**config.mk**
```make
export PLATFORM = sky130hd
export DESIGN_NAME = fir_mac_scheduler
export DESIGN_NICKNAME = d
export VERILOG_FILES = /design/src/rtl/fir_mac_scheduler.sv
export SDC_FILE = /design/constraint.sdc
export NUM_CORES = 2
export LEC_CHECK = 0
export CORE_ASPECT_RATIO = 1.4
export CORE_UTILIZATION = 30
export DETAILED_ROUTE_END_ITERATION = 10
export PLACE_DENSITY_LB_ADDON = 0.12
export SYNTH_ARGS = -nofsm -noshare
export SYNTH_HDL_FRONTEND = slang
export SYNTH_SLANG_ARGS = --single-unit
```
**constraint.sdc**
```tcl
create_clock -name clk -period 75.1 [get_ports clk]
set_clock_uncertainty 0.05 [all_clocks]
set_input_delay 11.265 -clock clk [delete_from_list [all_inputs] [get_ports clk]]
set_output_delay 11.265 -clock clk [all_outputs]
set_load 0.02 [all_outputs]
```
**src/rtl/fir_mac_scheduler.sv**
```systemverilog
// fir_mac_scheduler
//
// Time-multiplexed 39-tap FIR controller. A single signed DATA_W x DATA_W
// multiply-accumulate is stepped over every tap once per accepted sample.
// The block owns the circular sample history, the writable coefficient
// store, the input/output handshakes and the tap schedule.
//
// Ports:
//   clk        rising-edge clock
//   rst        asynchronous reset, active high
//   in_valid   sample offered by the source
//   in_data    signed sample (NULL_CODE is stored as zero)
//   in_ready   scheduler takes a sample this cycle
//   coef_we    coefficient write strobe
//   coef_addr  tap index of the coefficient write
//   coef_data  signed coefficient value
//   coef_err   one-cycle pulse after a rejected coefficient write
//   flush      clears sample history (IDLE only)
//   busy       MAC sequence in progress
//   y_valid    one-cycle pulse when y_out has been updated
//   y_out      filter result, low OUT_W bits of the accumulator
//
// Timing: a sample accepted at edge T sweeps taps on edges T+1..T+N_TAPS,
// the DONE state is left at edge T+N_TAPS+1, which loads y_out and raises
// y_valid. The next sample can be accepted at edge T+N_TAPS+2.

module fir_mac_scheduler #(
  parameter int                N_TAPS    = 39,
  parameter int                DATA_W    = 16,
  parameter int                ACC_W     = 40,
  parameter int                OUT_W     = 32,
  parameter logic [DATA_W-1:0] NULL_CODE = 16'hFFFF
) (
  input  logic              clk,
  input  logic              rst,
  input  logic              in_valid,
  input  logic [DATA_W-1:0] in_data,
  output logic              in_ready,
  input  logic              coef_we,
  input  logic [5:0]        coef_addr,
  input  logic [DATA_W-1:0] coef_data,
  output logic              coef_err,
  input  logic              flush,
  output logic              busy,
  output logic              y_valid,
  output logic [OUT_W-1:0]  y_out
);

  localparam logic [5:0] TAPS6  = 6'(N_TAPS);
  localparam logic [5:0] N_LAST = 6'(N_TAPS - 1);

  typedef enum logic [1:0] {IDLE, MAC, DONE} state_t;

  state_t                    state;
  logic signed [DATA_W-1:0]  sample_mem [N_TAPS];
  logic signed [DATA_W-1:0]  coef_mem   [N_TAPS];
  logic [5:0]                wr_ptr;
  logic [5:0]                base;
  logic [5:0]                tap;
  logic [5:0]                rd_idx;
  logic signed [ACC_W-1:0]   acc;
  logic signed [2*DATA_W-1:0] product;
  logic signed [ACC_W-1:0]   product_ext;
  logic                      coef_ok;
  logic                      unused_acc_hi;

  // Accept only in IDLE, and never on a flush cycle (flush has priority).
  assign in_ready = !rst && (state == IDLE) && !flush;
  assign busy     = (state == MAC);
  assign coef_ok  = (state == IDLE) && (coef_addr < TAPS6);

  // The accumulator guard bits above OUT_W are intentionally dropped at the
  // output (wrap, no saturation).
  assign unused_acc_hi = ^acc[ACC_W-1:OUT_W];

  // Tap k reads the sample k positions older than the newest one,
  // walking backwards through the circular history.
  always_comb begin
    rd_idx = base - tap;
    if (base < tap) begin
      rd_idx = base + TAPS6 - tap;
    end
  end

  // Full-precision signed product, sign-extended into the accumulator.
  always_comb begin
    product     = sample_mem[rd_idx] * coef_mem[tap];
    product_ext = {{(ACC_W-2*DATA_W){product[2*DATA_W-1]}}, product};
  end

  // Scheduler FSM with the sample/coefficient stores and registered outputs.
  // A coefficient write and a sample accept on the same IDLE edge both land,
  // so the computation that starts there already sees the new coefficient.
  always_ff @(posedge clk or posedge rst) begin
    if (rst) begin
      state    <= IDLE;
      wr_ptr   <= '0;
      base     <= '0;
      tap      <= '0;
      acc      <= '0;
      y_out    <= '0;
      y_valid  <= 1'b0;
      coef_err <= 1'b0;
      for (int i = 0; i < N_TAPS; i++) begin
        sample_mem[i] <= '0;
        coef_mem[i]   <= '0;
      end
    end else begin
      y_valid  <= 1'b0;
      coef_err <= coef_we && !coef_ok;
      if (coef_we && coef_ok) begin
        coef_mem[coef_addr] <= coef_data;
      end
      case (state)
        IDLE: begin
          if (flush) begin
            wr_ptr <= '0;
            for (int i = 0; i < N_TAPS; i++) begin
              sample_mem[i] <= '0;
            end
          end else if (in_valid) begin
            sample_mem[wr_ptr] <= (in_data == NULL_CODE) ? '0 : in_data;
            base   <= wr_ptr;
            wr_ptr <= (wr_ptr == N_LAST) ? '0 : wr_ptr + 6'd1;
            acc    <= '0;
            tap    <= '0;
            state  <= MAC;
          end
        end
        MAC: begin
          acc <= acc + product_ext;
          if (tap == N_LAST) begin
            state <= DONE;
          end else begin
            tap <= tap + 6'd1;
          end
        end
        DONE: begin
          y_out   <= acc[OUT_W-1:0];
          y_valid <= 1'b1;
          state   <= IDLE;
        end
        default: state <= IDLE;
      endcase
    end
  end

endmodule

```
==> impl_results.md <==
* DR vias at 46672
* Vias per cell at 5.087
* Most used cell, CP: clkdlybuf4s50_1
* CTS sink count at 1334
* CTS buffer count at 158
* Count of pins over their slew limit at 0
* Crit path from: rst
* CTS tree: done
* Row count at 210
* Worst-margin pin slew at 1260 ps
* Core area at 234600 sq um
* Finish-stage setup viols at 0
* Buf/Inv on CP at 2
* H-tree depth at 4
* Mux cell area share after synthesis at 0.2083
* Post-synth EDFFs at 0
* Placed Cells incl. Taps at 8898
* Cell variety after synth at 78
* Clock transition at path regs at 60 ps
* Placed Area at 75070 sq um
* Final-report hold violation count at 0
* Die width at 413.2 um
* Post-layout min period at 23960 ps
* Mapped Cells at 6041
* First-pass GRT wire length at 342400 um
* XOR/XNOR Fraction of Synth Area at 0.006291
* Predominant post-synthesis flop cell: dfrtp_1
* Top delay family on crit path: buffers and inverters
* Routed WL per cell at 24.58 um
* Mean Syn Cell Area at 11.75 sq um
* Post-route insts no fill at 9175
* Hold path start: sample_mem[553]$_DFFE_PP0P_
* Largest net degree at the start of global routing at 154
* Slowest CP cell: clkdlybuf4s50_1
* Max Cap Viol at 0
* Most area-consuming cells after synthesis: dfrtp_1 (47%), mux2_2 (10%), mux4_2 (9.5%)
* FMAX at 41.74 MHz
* Crit path max fanout at 2
* Power Density at 41.32 nW/um^2
* Clock Tree Root: clkbuf_16
* Largest family of logic cells by synthesized area: multiplexers
* Initial antenna violation count at 4
* DRC errors left at 0
* Ports at 79
* Fraction of the mapped netlist area in adder cells at 0.1039
* Initial core utilization at 0.3026
* Critical path type: input port to output port
* Post-route cell area at 80220 sq um
* Share of layout cells above drive strength 1 at 0.2367
* Simple-Gate Fraction of Synth Area at 0.08876
* Post-synthesis register bit count at 1334
* RSZ-0062 raised after global routing: no
* Clock buffer depth at 4
* Critical path arrival at 12650 ps
* Fin nets at 6438
* Post-CTS sizing at 0
* Number of I/O port buffers at 78
* Synth top area share at 0.4702
* DR pass1 iterations at 5
* Startpoint types: input port
* Ys async rst share at 1.000
* Data required time of the worst path at 63780 ps
* Fill cells at 23456
* Syn nets at 6495
* TNS Setup at 0 ps
* Ys Warns at 0
* GPL Wtd Cong at 0.8039
* Skew-Pair Late Insertion Delay at 830 ps
* GRT overflow at 0
* Period utilisation layout at 0.3190
* Final wirelength at 225600 um
* Die Ht at 577.6 um
* DP HPWL at 140400 um
* Sequential share of the synthesized area at 0.4702
* Status: finished clean
* Post-DRT Antenna Nets at 0
* Vias in the first global route at 50449
* Rel. slew slack at 0.1580
* Worst Setup End Kind: output port
* Post-CTS Hold Fix Bufs at 0
* Synth Area in Compound Gates at 0.07620
* Die ar. at 238700 sq um
* Crit-path cells: clkdlybuf4s50_1 > nor4_1 > clkdlybuf4s50_1
* Gr usage total at 0.1923
* Biggest area consumer among synthesized cells: dfrtp_1
* Post-CTS setup buffer count at 0
* Static Leak at 0.03694 uW
* Min-delay worst type: flip-flop to flip-flop
* Crit-path max cell delay at 650 ps
* Initial DRC count at 3111
* Peak VDD IR at 0.08883 mV
* Synthesized area at 71000 sq um
* Critical R2R Launch: tap[0]$_DFFE_PP0P_
* Syn-to-layout area delta at 12.98%
==> sequential cells by signal (all words and copies together), names as in the netlist <==
register / cells
tap: 6
acc: 32
state: 2
coef_mem: 624
y_out: 32
coef_err: 1
wr_ptr: 6
sample_mem: 624
y_valid: 1
base: 6
==> per-stage QoR <==
stage                     worst slack (ps)  utilization  hold slack, ps  power (uW)
after global routing                 50990       0.3419           440.6        3537
after detailed placement             51090       0.3199           412.5        2581
final                                51140       0.3419           419.2        3315
after CTS                            51080       0.3419           425.6        3376
after floorplan                      26180            -           391.6        1997
after global placement               51120       0.3199           404.0        2581
==> cell type report <==
type	count	area [sq um]	area share
Clock buffer	242	4826	0.06016
Sequential cell	1334	33390	0.4162
Tap cell	3074	3846	0.04795
Antenna cell	1	2.502	0.00003119
Inverter	354	1336	0.01666
Multi-Input combinational cell	3911	34580	0.4310
Timing Repair Buffer	225	1917	0.02390
Clock inverter	34	324.1	0.004040
==> layout by cell type (no fill, tap or decap), types with 7 or more instances in the layout <==
cell type / n
nand2b_1: 18
nand3_1: 67
a21o_1: 19
xnor2_1: 32
dfrtp_1: 1331
fa_1: 298
clkbuf_16: 163
mux2i_1: 15
clkdlybuf4s50_1: 77
and2_1: 145
inv_1: 349
mux4_2: 301
buf_4: 144
nand2_2: 12
clkbuf_1: 34
clkinvlp_4: 7
a22oi_1: 14
a31oi_1: 21
xor2_1: 14
o32ai_2: 15
ha_1: 113
mux2_2: 661
clkinv_2: 19
and3_1: 26
nor2_1: 112
o21ai_2: 33
o21ai_1: 22
mux4_1: 15
clkbuf_8: 45
nand2_1: 1028
o21ai_0: 699
nor2b_1: 8
nor3_1: 13
nand4_1: 14
a311oi_1: 17
a21oi_1: 90
==> synth_stat cells, drive strengths merged, types with 3 or more instances <==
cell        n
a211oi      3
a21o       19
a21oi      93
a221o       3
a22oi      14
a311oi     17
a31oi      22
and2      145
and3       27
and4        3
buf       103
clkbuf    339
clkinv      3
dfrtp    1334
fa        298
ha        113
inv       351
mux2      661
mux2i      16
mux4      316
nand2    1041
nand2b     20
nand3      68
nand4      14
nor2      116
nor2b       9
nor3       14
nor3b       3
nor4        5
o2111ai     4
o211ai      7
o21a        7
o21ai     754
o21bai      3
o22ai       3
o31ai       3
o32ai      15
or3         6
xnor2      34
xor2       14
==> layer usage <==
metal	vias up	part of all wire	global-route usage
met2	864	0.51	0.3422
li1	20590	-	-
met4	6	0.037	0.06584
met3	307	0.035	0.02283
met5	-	0.00013	0
met1	24905	0.41	0.2391
==> worst min-delay path, cell delays in order, from the launching register on <==
cell	delay, ps
dfrtp_1	330
nand2_1	50
o21ai_0	60
==> cells by family (layout without fill, tap and decap cells) <==
kind of cell,after synthesis,after routing
and+or+nand+nor,1479,1479
DFF,1334,1334
buffers and inverters,796,855
AOI/OAI and AO/OA,980,980
muxes,993,993
xor gates and xnor gates,48,48
other,0,1
adders and majority gates,411,411
==> report_power, final <==
part           internal, uW  switching [uW]  leakage [uW]
clock network           458             318       0.00253
logic                   588            1130        0.0160
registers               784            39.6        0.0184
==> final timing paths <==
check	endpoint	slack (ps)	cells past startpoint
setup reg to reg	acc[28]$_DFFE_PP0P_	62430	33
hold / removal	sample_mem[553]$_DFFE_PP0P_	420	2
hold reg to reg	sample_mem[553]$_DFFE_PP0P_	420	2
max in group asynchronous	coef_mem[238]$_DFFE_PP0P_	59310	7
min in group asynchronous	sample_mem[3]$_DFFE_PP0P_	10960	2
setup / recovery	in_ready	51140	3
Power figures use the tool's default switching activity.
